### src/rtl/pipe_field.sv
// Scrolling pipe field for the flappy-bird LED game: pipe generation, collision and score.
// Optional PIPE_FIELD_SPEEDUP_EN shortens the step period as the score grows.
//
// state | meaning
// IDLE  | waiting for the first start, field blank
// PLAY  | pipes scroll on every divider step, bird checked every clock
// OVER  | collision or floor hit seen, field and score frozen until start
module pipe_field #(
  parameter int          TICK_MAX  = 191,
  parameter int          GAP_H     = 3,
  parameter int          SPACING   = 4,
  parameter logic [7:0]  LFSR_SEED = 8'hA5
) (
  input  logic            clk,
  input  logic            reset,
  input  logic            start,
  input  logic [7:0]      bird_row,
  input  logic            bird_lose,
  output logic [7:0][7:0] pipes,
  output logic            collide,
  output logic [7:0]      score,
  output logic            playing
);

  localparam logic [1:0] IDLE = 2'd0;
  localparam logic [1:0] PLAY = 2'd1;
  localparam logic [1:0] OVER = 2'd2;

  localparam int              CW         = $clog2(TICK_MAX + 2);
  localparam int              SW         = (SPACING < 2) ? 1 : $clog2(SPACING);
  localparam logic [CW-1:0]   TICK_LAST  = CW'(TICK_MAX);
  localparam logic [SW-1:0]   SPAWN_LAST = SW'(SPACING - 1);
  localparam logic [7:0]      GAP_ONES   = 8'((1 << GAP_H) - 1);
  localparam logic [7:0]      LFSR_MASK  = 8'hB8;

  logic [1:0]      state_q, state_d;
  logic [7:0][7:0] pipes_q, pipes_d;
  logic [7:0]      score_q, score_d;
  logic [CW-1:0]   cnt_q, cnt_d;
  logic [SW-1:0]   spawn_q, spawn_d;
  logic [7:0]      lfsr_q, lfsr_d;
  logic            collide_q, collide_d;
  logic            playing_q, playing_d;

  logic            hit;
  logic            step;
  logic [2:0]      base;
  logic [7:0]      spawn_col;
  logic [7:0]      lfsr_next;
  logic [CW-1:0]   tick_limit;

`ifdef PIPE_FIELD_SPEEDUP_EN
  localparam int FLOOR_I = TICK_MAX / 3;
  logic [CW-1:0] limit_q, limit_d;
  assign tick_limit = limit_q;
`else
  assign tick_limit = TICK_LAST;
`endif

  assign hit       = (|(pipes_q[0] & bird_row)) | bird_lose;
  assign step      = (cnt_q == tick_limit);
  assign base      = 3'(32'(lfsr_q[2:0]) % (9 - GAP_H));
  assign spawn_col = ~(GAP_ONES << base);
  assign lfsr_next = {1'b0, lfsr_q[7:1]} ^ (lfsr_q[0] ? LFSR_MASK : 8'h00);

  always_comb begin
    state_d = state_q;
    pipes_d = pipes_q;
    score_d = score_q;
    cnt_d   = cnt_q;
    spawn_d = spawn_q;
    lfsr_d  = lfsr_q;
`ifdef PIPE_FIELD_SPEEDUP_EN
    limit_d = limit_q;
`endif
    case (state_q)
      IDLE, OVER: begin
        if (start) begin
          state_d = PLAY;
          pipes_d = '0;
          score_d = 8'h00;
          cnt_d   = '0;
          spawn_d = '0;
`ifdef PIPE_FIELD_SPEEDUP_EN
          limit_d = TICK_LAST;
`endif
        end
      end
      PLAY: begin
        // A collision wins over a coincident step: freeze without shifting or scoring.
        if (hit) begin
          state_d = OVER;
        end else if (step) begin
          cnt_d = '0;
          for (int c = 0; c < 7; c++) pipes_d[c] = pipes_q[c+1];
          pipes_d[7] = (spawn_q == '0) ? spawn_col : 8'h00;
          if (spawn_q == '0) lfsr_d = lfsr_next;
          spawn_d = (spawn_q == SPAWN_LAST) ? '0 : spawn_q + 1'b1;
          if (pipes_q[0] != 8'h00 && score_q != 8'hFF) begin
            score_d = score_q + 8'd1;
`ifdef PIPE_FIELD_SPEEDUP_EN
            if (score_d[2:0] == 3'd0) begin
              if (int'(limit_q) < FLOOR_I + 16) limit_d = CW'(FLOOR_I);
              else                              limit_d = limit_q - CW'(16);
            end
`endif
          end
        end else begin
          cnt_d = cnt_q + 1'b1;
        end
      end
      default: state_d = IDLE;
    endcase
    collide_d = (state_d == OVER);
    playing_d = (state_d == PLAY);
  end

  always_ff @(posedge clk or posedge reset) begin
    if (reset) begin
      state_q   <= IDLE;
      pipes_q   <= '0;
      score_q   <= 8'h00;
      cnt_q     <= '0;
      spawn_q   <= '0;
      lfsr_q    <= LFSR_SEED;
      collide_q <= 1'b0;
      playing_q <= 1'b0;
`ifdef PIPE_FIELD_SPEEDUP_EN
      limit_q   <= TICK_LAST;
`endif
    end else begin
      state_q   <= state_d;
      pipes_q   <= pipes_d;
      score_q   <= score_d;
      cnt_q     <= cnt_d;
      spawn_q   <= spawn_d;
      lfsr_q    <= lfsr_d;
      collide_q <= collide_d;
      playing_q <= playing_d;
`ifdef PIPE_FIELD_SPEEDUP_EN
      limit_q   <= limit_d;
`endif
    end
  end

  assign pipes   = pipes_q;
  assign score   = score_q;
  assign collide = collide_q;
  assign playing = playing_q;

endmodule
### config.mk
export PLATFORM = sky130hd
export DESIGN_NAME = pipe_field
export DESIGN_NICKNAME = d
export VERILOG_FILES = /design/src/rtl/pipe_field.sv
export SDC_FILE = /design/constraint.sdc
export NUM_CORES = 1
export LEC_CHECK = 0
export ABC_AREA = 1
export BUFFER_PORTS_ARGS = -buffer_cell sky130_fd_sc_hd__buf_4
export CAP_MARGIN = 5
export CORE_ASPECT_RATIO = 1.75
export CORE_MARGIN = 3
export CORE_UTILIZATION = 55
export DETAILED_ROUTE_END_ITERATION = 7
export PLACE_DENSITY = 0.8
export SETUP_SLACK_MARGIN = 0.5
export SYNTH_ARGS = -nofsm -noshare
export SYNTH_HDL_FRONTEND = slang
export SYNTH_SLANG_ARGS = --single-unit
### constraint.sdc
create_clock -name clk -period 4.7 [get_ports clk]
set_clock_uncertainty 0.2 [all_clocks]
set_input_delay 1.175 -clock clk [delete_from_list [all_inputs] [get_ports clk]]
set_output_delay 1.175 -clock clk [all_outputs]
set_load 0.1 [all_outputs]
==> Word-level counts from Yosys, hierarchy flattened <==
Index checks and enable logic that the tools add are counted.
W data, S select, Z words.
{ "op_classes": {"addsub": 3, "div": 1, "eq_ne": 11, "shifts": 1, "n_mux": 22, "bitwise": 5, "n_reduce_logical": 11} }
{ "op_table": {"columns": ["operator", "n"], "rows": [
  ["$mux W64", 3],
  ["$pmux W64 S2", 1],
  ["$mux W8", 8],
  ["$mod A3 B3 Y32 const B", 1],
  ["$pmux W8 S2", 2],
  ["$add A8 B1 Y8 const B", 2],
  ["$mux W2", 6],
  ["$and A8 B8 Y8", 1],
  ["$eq A8 B8 Y1 const B", 1],
  ["$ne A2 B2 Y1 const B", 4],
  ["$ne A8 B8 Y1 const B", 1],
  ["$not A8 Y8", 1],
  ["$pmux W2 S2", 2],
  ["$reduce_and A4 Y1", 2],
  ["$reduce_bool A8 Y1", 1],
  ["$reduce_or A8 Y1", 1],
  ["$shl A3 B3 Y8 const A", 1],
  ["$xor A7 B8 Y8", 1],
  ["$eq A2 B2 Y1 const B", 3],
  ["$reduce_and A5 Y1", 1],
  ["$eq A2 B1 Y1 const B", 2],
  ["$logic_not A2 Y1", 2],
  ["$reduce_and A3 Y1", 1],
  ["$add A2 B1 Y2 const B", 1],
  ["other kinds (5)", 5]
]} }
{ "totals": {"ff_bits": 94, "in_bits": 12, "output_inout_bits": 74, "wordCells": 69} }

==> Longest topological paths before layout <==
Gate-level depths: netlist (run 1).
{ "depth": {"word_depth": 7, "mapped_depth": 10, "depth_no_buf": 9} }

==> Worst setup path before layout (run 1) <==
No wires, ideal clock.
{ "synth_timing": {"path_kind": "input to register", "from": "in bird_row[0]", "to": "reg pipes_q (netlist bit pipes[6])", "setup_ns": 0.123, "arrival_ns": 2.167, "required_time_ns": 4.377, "slack_ns": 2.211, "path_stages": 10, "path_buffers": 2, "cell_sequence": "nand2_1 -> nand3_1 -> nor2_2 -> nand3_2 -> nand2_4 -> nand2_2 -> buf_6 -> buf_6 -> nand2_1 -> o21ai_2"} }
{ "synth_between": {"elab_chain_len": 5} }
{ "synth_lines": {"columns": ["element", "line_no", "rtl"], "rows": [
  ["start: declaration", "17", "input logic [7:0] bird_row,"],
  ["$and A8 B8 Y8", "60", "assign hit = (|(pipes_q[0] & bird_row)) | bird_lose;"],
  ["$reduce_or A8 Y1", "60", null],
  ["$or A1 B1 Y1", "60", null],
  ["$ne A2 B2 Y1 (no source line)", null, null],
  ["$reduce_and A4 Y1 (no source line)", null, null],
  ["end signal: assignment", "133", "pipes_q <= pipes_d;"],
  ["end: declaration", "37", "logic [7:0][7:0] pipes_q, pipes_d;"]
]} }
No other way between the ends.
A chain may end at the register's enable or synchronous reset.

==> Final worst setup path (run 1) <==
{ "layout_timing": {"from": "in bird_row[0]", "to": "reg score_q[7], in the netlist score[7]"} }
{ "layout_between": {"elab_chain_len": 5} }
{ "layout_lines": {"columns": ["element", "line_no", "rtl"], "rows": [
  ["$and A8 B8 Y8", "60", null],
  ["$reduce_or A8 Y1", "60", null],
  ["$or A1 B1 Y1", "60", null],
  ["$ne A2 B2 Y1 (no source line)", null, null],
  ["$reduce_and A5 Y1 (no source line)", null, null],
  ["end signal: assignment", "134", "score_q <= score_d;"],
  ["end: declaration", "38", "logic [7:0] score_q, score_d;"]
]} }
No other way between the ends.

==> results of run 1 <==
how the worst max path moves through the flow:
stage / from / depth (start not counted) / slack (ns) / end
floorplan: reset / 1 / 0.88 / cnt_q[0]
global placement: bird_row[0] / 7 / 1.46 / pipes[40]
detailed placement: bird_row[0] / 7 / 1.41 / pipes[20]
CTS: bird_row[0] / 8 / 1.77 / score[7]
global route: bird_row[0] / 8 / 1.60 / pipes[59]
finish: bird_row[0] / 8 / 1.77 / score[7]
metal layers:
metal,global-route usage (%),up-vias,routed length [um]
li1,-,1747,-
met1,27.8,1788,4030
met2,38.3,110,5310
met3,5.33,13,545
met4,9.30,0,165
met5,0,-,0
cell usage in the layout (no fill, tap or decap), types with 4 or more instances in the layout:
cell,instances
sky130_fd_sc_hd__inv_1,62
sky130_fd_sc_hd__o21ai_0,48
sky130_fd_sc_hd__dfrtp_1,90
sky130_fd_sc_hd__nand2_1,132
sky130_fd_sc_hd__dfstp_2,4
sky130_fd_sc_hd__a21oi_1,7
sky130_fd_sc_hd__buf_4,89
sky130_fd_sc_hd__nand4_1,30
sky130_fd_sc_hd__o21ai_1,8
sky130_fd_sc_hd__nor2_1,23
sky130_fd_sc_hd__ha_1,4
sky130_fd_sc_hd__nand3_1,12
sky130_fd_sc_hd__o21ai_2,25
sky130_fd_sc_hd__clkbuf_16,9
registers in the layout, summed over array words and instances, names as in the netlist:
name,count
cnt_q,8
collide,1
lfsr_q,8
pipes,64
playing,1
score,8
spawn_q,2
state_q,2
per-stage QoR:
step                setup slack (ns)  instances
CTS                             1.77        664
finish                          1.77        664
global route                    1.60        664
global placement                1.46        648
detailed placement              1.41        648
floorplan                      0.883        494
kinds of logic after synthesis:
| group | after synthesis | synth area share, % |
|---|---|---|
| AOI/OAI and AO/OA | 92 | 12.8 |
| and+or+nand+nor | 214 | 22.6 |
| xor gates and xnor gates | 4 | 0.800 |
| adders and majority gates | 4 | 1.14 |
| buffers and inverters | 86 | 8.88 |
| DFF | 94 | 53.8 |
cell type report:
type / instances / share of cell area [%]
multi-input cells: 314 / 30.8
repair buffers: 89 / 12.6
well taps: 88 / 2.07
flip-flops and latches: 94 / 44.3
inverters: 63 / 4.49
clock buffers: 10 / 4.49
clock inverters: 6 / 1.29
synthesized netlist by cell type, drive strengths merged:
master  instances  share of area (%)
and2            1               0.14
xor2            1               0.20
xnor2           3               0.60
o21a            1               0.17
nor2           28                2.9
dfrtp          90                 51
dfstp           4                2.4
nand3          15                2.2
nand4          31                4.8
buf            21                3.3
o21bai          1               0.17
nor3            2               0.23
o21ai          81                 11
inv            63                5.4
o22ai           2               0.29
a21oi           7               0.80
or2             1               0.14
nand3b          1               0.17
ha              4                1.1
nand2         135                 12
clkbuf          2               0.17
power by group through the flow:
stage,combinational [W],sequential (W),clock (W)
after floorplan,0.000212,0.00111,0
after global placement,0.000504,0.000904,0
after detailed placement,0.000515,0.000906,0
after CTS,0.000516,0.000892,0.000751
after global routing,0.000552,0.000898,0.000779
final,0.000513,0.000892,0.000735
worst min-delay path: cells and delay by family (launching register included):
kind / cells / cell delay [ns]
AO/OA/AOI/OAI: 1 / 0.06
flip-flops: 1 / 0.37
AND/OR/NAND/NOR: 1 / 0.05
==> results summary, run 1 <==
The number of global-route vias before repair came out at 3518. Summing all non-filler instances in the final layout gives an area of about 0.0053 sq mm. The detail-routed via count per cell is about 5.5. The post-detailed-route count of antenna-violating nets came out at 0. The placer congestion estimate is 0.837. For the worst setup path, the data arrival time is 3.00 ns.

The quantity of gates resized following cts came out at 0. The end-of-flow core utilization came out at 69.3%. The final layout net count came out at between 500 and 600.

The tightest hold path in the finished design has a slack of roughly 0.28 ns. The pin count of the biggest net entering global routing is 83. The antenna cell count is 0. In this design, the stage delay of the slowest critical-path cell is 0.60 ns.

The switching power summed over all nets is 0.000759 W. The post-CTS clock slew at the launch and capture registers of the worst setup and hold paths is 0.06 ns. Counting I/O delays and the setup requirement, the final critical path takes 2.93 ns.

The cell count after synthesis came out at 494. The synthesized design contains 94 register bits. The area taken by multi-input logic gates came out at between 0.0015 and 0.002 sq mm. The combinational share of power came out at about a quarter.

The number of antenna violations at the first check in global routing came out at 0. The final wirelength came out at 10000 um. For this run, design rule violations remaining after detail routing come to 0. The largest fanout on the critical path is 39.

The overall overflow remaining after global route came out at 0. Together, buffers and inverters on the worst path number 1. The standard-cell row count came out at 42.

The area growth from synthesis to layout is 21.4%. The horizontal die dimension is 73.5 um. The number of violations reported at the end of detailed-routing iteration 0 came out at around 230. The hold path startpoint is lfsr_q[7]. The largest voltage drop on the vdd net is 423 uV. The distinct cell type count of the synthesized netlist came out at 33. The relative max-transition margin came out at 34.0%. The buffers inserted during post-CTS setup optimization came out at 0. The number of buffers between clock root and the deepest sink is 2.

In this run switching power makes up 35.5% of total power. The setup total negative slack is 0 ns. The maximum level of the CTS H-tree is 3. The overall routing resource usage came out at about 23%. The worst reg2reg path depth came out at 8. Summing internal, switching and leakage power gives 0.00214 W. The post-route fraction of the period consumed by the critical path is 62.3%. For hold timing, the worst endpoint is lfsr_q[7]. The count of pins on the block boundary came out at 86. The max-capacitance violation count is 0. The number of optimization iterations in the first detailed-route pass is 4.

Counting every sink on the clock net gives between 90 and 100. The cell area after placement came out at 0.00501 sq mm. The worst register-to-register path ends at score[7].

The post-route netlist has 25.7% of its cells at a drive strength greater than 1. The net count after synthesis came out at between 500 and 600. The final number of max-transition violations is 0. The number of buffers added on ports is 85.

Summed over all cells, the static leakage comes to 2.56 nW. The wire length of the first global-routing pass came out at 16200 um. The worst setup path is launched from an input pin.

The power density over the cells is 403 mW/mm^2. The endpoint class of the critical path is a register. The floorplan step set the die height to about 120 um. The data required time at the worst endpoint came out at 4.78 ns. The kind of path behind the tightest hold check is register to register. Setup repair after global routing left no endpoint under its margin. The largest individual stage delay along the critical path comes from the cell sky130_fd_sc_hd__nand4_4. Clock tree synthesis selected as its root buffer the cell sky130_fd_sc_hd__clkbuf_16. The half-perimeter wire length of the detailed placement result is 6780 um. The hold-fix buffer count after cts came out at 0. The synthesized area is approximately 0.0044 sq mm.

Setup violations remaining at the end of the flow were counted as 0. The fmax is 341 MHz. The total number of yosys warnings is 0. TritonCTS built the clock tree. The number of filler cells placed in the layout came out at approximately 610. The clock latency reported for the late side of the worst-skew pair is 0.34 ns.

The largest delay contributor family on the critical path is simple AND/OR/NAND/NOR gates. The wire length per cell is 15.1 um. The die footprint came out at 0.00912 sq mm. The critical path goes through buf_4 -> nand2_1 -> nand3_1 -> nor2_2 -> nand4_4 -> nand2_4 -> nand3_1 -> nand2_1. The cell depth of the worst min-delay path is 2. The part of the power in registers is 41.7%. For flop-to-flop paths, the worst setup slack is 1.84 ns.

The mean cell area of the mapped netlist is 8.87 sq um. The sequential-to-total area share from yosys stat came out at between 50% and 60%. The total internal power is between 0.001 and 0.0015 W. The initial core utilization came out at 57.1%. The final count of hold timing violations is 0. For this block, the via count after detailed routing is 3658. The number of clock buffers inserted by TritonCTS came out at 9. For the pin with the worst max-slew slack, the measured transition is 0.991 ns. The area of the core came out at 0.00767 sq mm. The combined flip-flop and latch cell area came out at 0.00236 sq mm. The clock network burns 34.3% of the power. The run finished with clean final reports. The critical path class is input pin to register. The startpoint identified for the worst register-to-register timing path is cnt_q[0].
No activity file was read; power rests on OpenSTA's default activity.
==> run 2, diff against run 1 <==
--- a/config.mk
+++ b/config.mk
@@ -5,14 +5,14 @@
 export SDC_FILE = /design/constraint.sdc
 export NUM_CORES = 1
 export LEC_CHECK = 0
-export ABC_AREA = 1
+export ABC_AREA = 0
 export BUFFER_PORTS_ARGS = -buffer_cell sky130_fd_sc_hd__buf_4
 export CAP_MARGIN = 5
 export CORE_ASPECT_RATIO = 1.75
 export CORE_MARGIN = 3
-export CORE_UTILIZATION = 55
+export CORE_UTILIZATION = 49
 export DETAILED_ROUTE_END_ITERATION = 7
-export PLACE_DENSITY = 0.8
+export PLACE_DENSITY = 0.76
 export SETUP_SLACK_MARGIN = 0.5
 export SYNTH_ARGS = -nofsm -noshare
 export SYNTH_HDL_FRONTEND = slang
==> constraint.sdc (replaced) <==
create_clock -name clk -period 2.4 [get_ports clk]
set_clock_uncertainty 0.2 [all_clocks]
set_input_delay 0.6 -clock clk [delete_from_list [all_inputs] [get_ports clk]]
set_output_delay 0.6 -clock clk [all_outputs]
set_load 0.1 [all_outputs]
==> run 2 against run 1 <==
Compared with the run above:
- non-clock buffer count up 31
- die area rose by 4.9%
- synthesized area is 6.3% lower
- clock power is 110% higher
- global-route usage up 1.7 points
- critical path type is now register to register
- critical endpoint is now lfsr_q[6]
==> results summary, run 2 <==
The synthesized area came out at 0.00411 sq mm (-6.3%). Ranked by total cell area, the synthesized netlist is headed by sky130_fd_sc_hd__dfrtp_1 (55%), sky130_fd_sc_hd__nand2_1 (13%), sky130_fd_sc_hd__nand3_1 (8.2%). The synthesis-stage register bit count came to 94 (unchanged). sky130_fd_sc_hd__dfrtp_1 takes more of the synthesized area than any other cell. The library cell used most frequently in the layout, excluding fill and tap cells, is sky130_fd_sc_hd__nand2_1.

The share of post-route cells with drive strength above 1 came out at 38.7% (+13 points). The most common flop cell mapped by yosys is sky130_fd_sc_hd__dfrtp_1. The largest voltage drop on the vdd net is 536 uV (+27%).

The number of clock buffers inserted by TritonCTS came out at 9 (unchanged). The mean cell area of the mapped netlist is 9.25 sq um (+4.3%). Sorting the synthesized cells by how often they occur yields sky130_fd_sc_hd__nand2_1 (137), sky130_fd_sc_hd__dfrtp_1 (90), sky130_fd_sc_hd__nand3_1 (67).

The overall power is 0.00402 W (+88%). Derived from the worst setup path, the maximum achievable clock frequency is 465 MHz. The area share of the leading cell type in the synthesized netlist is 54.8% (+3.4 points).

The sequential-to-total area share from yosys stat is 57.4% (+3.6 points). The number of antenna violations at the first check in global routing came to 0 (unchanged). The master cell of the clock root buffer is sky130_fd_sc_hd__clkbuf_16. The vertical extent of the die is 127 um (+2.4%). The horizontal die dimension came to 75.2 um (+2.4%). Tracing the worst setup path back leads to its startpoint at cnt_q[5].

The cell count after synthesis came to 444 (-10%). The count of pins on the block boundary came out at 86 (unchanged). The number of global-route vias before repair came out at 3624 (+3.0%). The startpoint of the lowest-slack register-to-register path is cnt_q[5]. The overall overflow remaining after global route is 0 (unchanged). The kind of path behind the tightest hold check is input pin to asynchronous set/reset pin. The proportion of register bits with asynchronous set or reset after synthesis is 100% (unchanged).

The end-of-flow core utilization came out at 73.2% (+3.9 points). The most common cell in the synthesized netlist is sky130_fd_sc_hd__nand2_1. The number of clock sinks came out at 94 (unchanged). The number of violations reported at the end of detailed-routing iteration 0 is 281 (+22%).

The worst-margin pin slew is 0.607 ns (-0.384 ns). The distinct cell type count of the synthesized netlist came out at 42 (+27%). The final routed DRC violation total came out at 0 (unchanged). The final wirelength is 11800 um (+17%).

The number of flip-flops in the largest register is 64 (unchanged). The worst reg2reg path depth came out at 5 (-3). The post-route fraction of the period consumed by the critical path came out at 89.5%. The worst setup path is captured at a register. The clock latency reported for the late side of the worst-skew pair is 0.34 ns (about the same). The met3 layer usage reported by global route was 5.20% (-0.13 points).

The total internal power is 0.00277 W (+100%). The pin count of the biggest net entering global routing is 95 (+14%). The wire length of the first global-routing pass was 17800 um (+10%).

The final number of max-transition violations came to 0 (unchanged). The die footprint came out at 0.00956 sq mm (+4.9%). The number of optimization iterations in the first detailed-route pass was 4 (unchanged). The post-CTS clock slew at the launch and capture registers of the worst setup and hold paths came out at 0.07 ns (about the same). The hold-fix buffer count after cts is 0 (unchanged).

The antenna cell count is 0 (unchanged). The critical path in this run is classified as register to register. The number of synthesized flops with an enable pin is 0 (unchanged).

The detail-routed via count per cell came out at 5.73 (+3.9%). The standard-cell row count is 43 (+2.4%). The largest fanout on the critical path came to 7 (-82%). The total number of yosys warnings is 0 (unchanged). The layout-stage area growth over the synthesis result is 42.8%.

The area of the core is 0.00802 sq mm (+4.5%). The final setup violation count was 0 (unchanged). In the layout the commonest cells are sky130_fd_sc_hd__nand2_1 (129), sky130_fd_sc_hd__buf_4 (93), sky130_fd_sc_hd__dfrtp_1 (74), sky130_fd_sc_hd__nand3_1 (59), sky130_fd_sc_hd__buf_6 (21).

The global routing stage identified its most utilized layer as met2. The number of filler cells placed in the layout was 562 (-7.3%). The placer congestion estimate is 0.851 (+1.7%). Setup repair after global routing could not meet its margin everywhere. The post-detailed-route count of antenna-violating nets is 0 (unchanged). The arrival time at the worst endpoint is 2.18 ns (-0.82 ns). The leakage power of the design is 2.95 nW (+15%). The overall routing resource usage is 24.5% (+1.7 points). The initial core utilization came to 51.2% (-5.9 points). The relative max-transition margin is 59.4% (+25 points). The number of vias in the routed layout came out at 3699 (+1.1%). The flow ran to the end, and the final reports show no timing, DRC or antenna violations. The maximum level of the CTS H-tree is 3 (unchanged).

The final layout net count came out at 567 (-3.4%). The combinational share of power came out at 19.6% (-4.4 points). The part of the power in registers came out at 42.7% (+1.0 points). STA classifies the critical path startpoint as a register. The final count of hold timing violations came out at 0 (unchanged). The power density over the cells came out at 685 mW/mm^2 (+70%). The half-perimeter wire length of the detailed placement result is 7230 um (+6.7%). The fraction of power consumed by the clock network is 37.7% (+3.4 points).

The met2 routing resource usage after global routing came out at 42.2% (+3.9 points). The switching power summed over all nets came out at 0.00125 W (+64%). The data required time at the worst endpoint came out at 2.43 ns (-2.35 ns).

The number of buffers added on ports came out at 85 (unchanged). The switching fraction of total power came to 31.1% (-4.4 points). The wire length per cell came out at 18.3 um (+21%).

The met1 global-route usage is 28.5% (+0.75 points). The number of buffers between clock root and the deepest sink came out at 2 (unchanged). The internal reg-to-reg setup slack is 0.25 ns (-1.59 ns). The max-capacitance violation count was 0 (unchanged). TritonCTS built the clock tree. The net count after synthesis is 460 (-9.8%). The clock period could shrink to 2.15 ns.
[run 2: cell count changes after synthesis, moves of 7 or more]
cell | previous run | this run
sky130_fd_sc_hd__inv_1 | 63 | 6
sky130_fd_sc_hd__o21ai_0 | 48 | 15
sky130_fd_sc_hd__nand4_1 | 30 | 2
sky130_fd_sc_hd__o21ai_2 | 25 | 0
sky130_fd_sc_hd__nor2_1 | 23 | 16
sky130_fd_sc_hd__a21oi_1 | 7 | 14
sky130_fd_sc_hd__o21ai_1 | 8 | 0
sky130_fd_sc_hd__o31ai_1 | 0 | 11
sky130_fd_sc_hd__clkbuf_1 | 2 | 12
sky130_fd_sc_hd__nand3_1 | 12 | 67
[run 2: cell families after synthesis]
| family | after synthesis | share of synthesized area, % |
|---|---|---|
| AO/OA/AOI/OAI | 54 | 8.41 |
| multiplexers | 5 | 1.37 |
| adder cells (fa/ha/maj) | 4 | 1.22 |
| flip-flops | 94 | 57.4 |
| buffers and inverters | 31 | 3.11 |
| XOR/XNOR | 4 | 0.853 |
| AND/OR/NAND/NOR | 252 | 27.6 |
[run 2: power by group through the flow]
stage / Combinational [W] / Clock (W) / Sequential, W
finish: 0.000788 / 0.00152 / 0.00172
global route: 0.000833 / 0.00159 / 0.00172
CTS: 0.000723 / 0.00153 / 0.00171
detailed placement: 0.000673 / 0 / 0.00174
global placement: 0.000666 / 0 / 0.00173
floorplan: 0.000228 / 0 / 0.00201
[run 2: path summary, 6_finish.rpt]
check | to
setup reg to reg | lfsr_q[6]
max in group asynchronous | score[1]
setup / recovery | lfsr_q[6]
hold / removal | pipes[10]
min in group clk | pipes[22]
hold reg to reg | pipes[22]
[run 2: metal layers]
layer	vias to the layer above	routed length (um)
met5	-	0
met2	128	6370
met3	31	557
li1	1730	-
met4	0	454
met1	1810	4410
[run 2: what timing repair did]
action / CTS / global route
gates cloned: 2 / 1
resized for setup: 42 / 41
setup buffers: 13 / 3
endpoints found under the setup margin: 95 / 100
pin swaps: 12 / 19
[run 2: through the flow]
| stage | instance area, sq um | worst slack (ns) | instances | hold WS (ns) | TNS (ns) |
|---|---|---|---|---|---|
| floorplan | 4290 | 0.0183 | 444 | 0.254 | 0 |
| global placement | 5020 | -0.176 | 611 | 0.274 | -4.56 |
| detailed placement | 5020 | -0.207 | 611 | 0.287 | -5.24 |
| CTS | 5650 | 0.209 | 642 | 0.232 | 0 |
| global route | 5870 | 0.156 | 646 | 0.229 | 0 |
| finish | 5870 | 0.251 | 646 | 0.183 | 0 |
[run 2: layout make-up]
type	instances	area, sq um	area share [%]
sequential	94	2380	40.5
multi-input combinational	320	1980	33.7
timing repair buffer	120	1050	18.0
clock buffer	11	233	3.97
tap	90	113	1.92
clock inverter	5	83.8	1.43
inverter	6	26.3	0.448
[run 2: critical path, stage by stage, from the launching register on]
cell	delay [ns]
sky130_fd_sc_hd__dfrtp_1	0.48
sky130_fd_sc_hd__nand4b_1	0.22
sky130_fd_sc_hd__or2_4	0.33
sky130_fd_sc_hd__nor4_4	0.31
sky130_fd_sc_hd__buf_6	0.18
sky130_fd_sc_hd__mux2_4	0.31
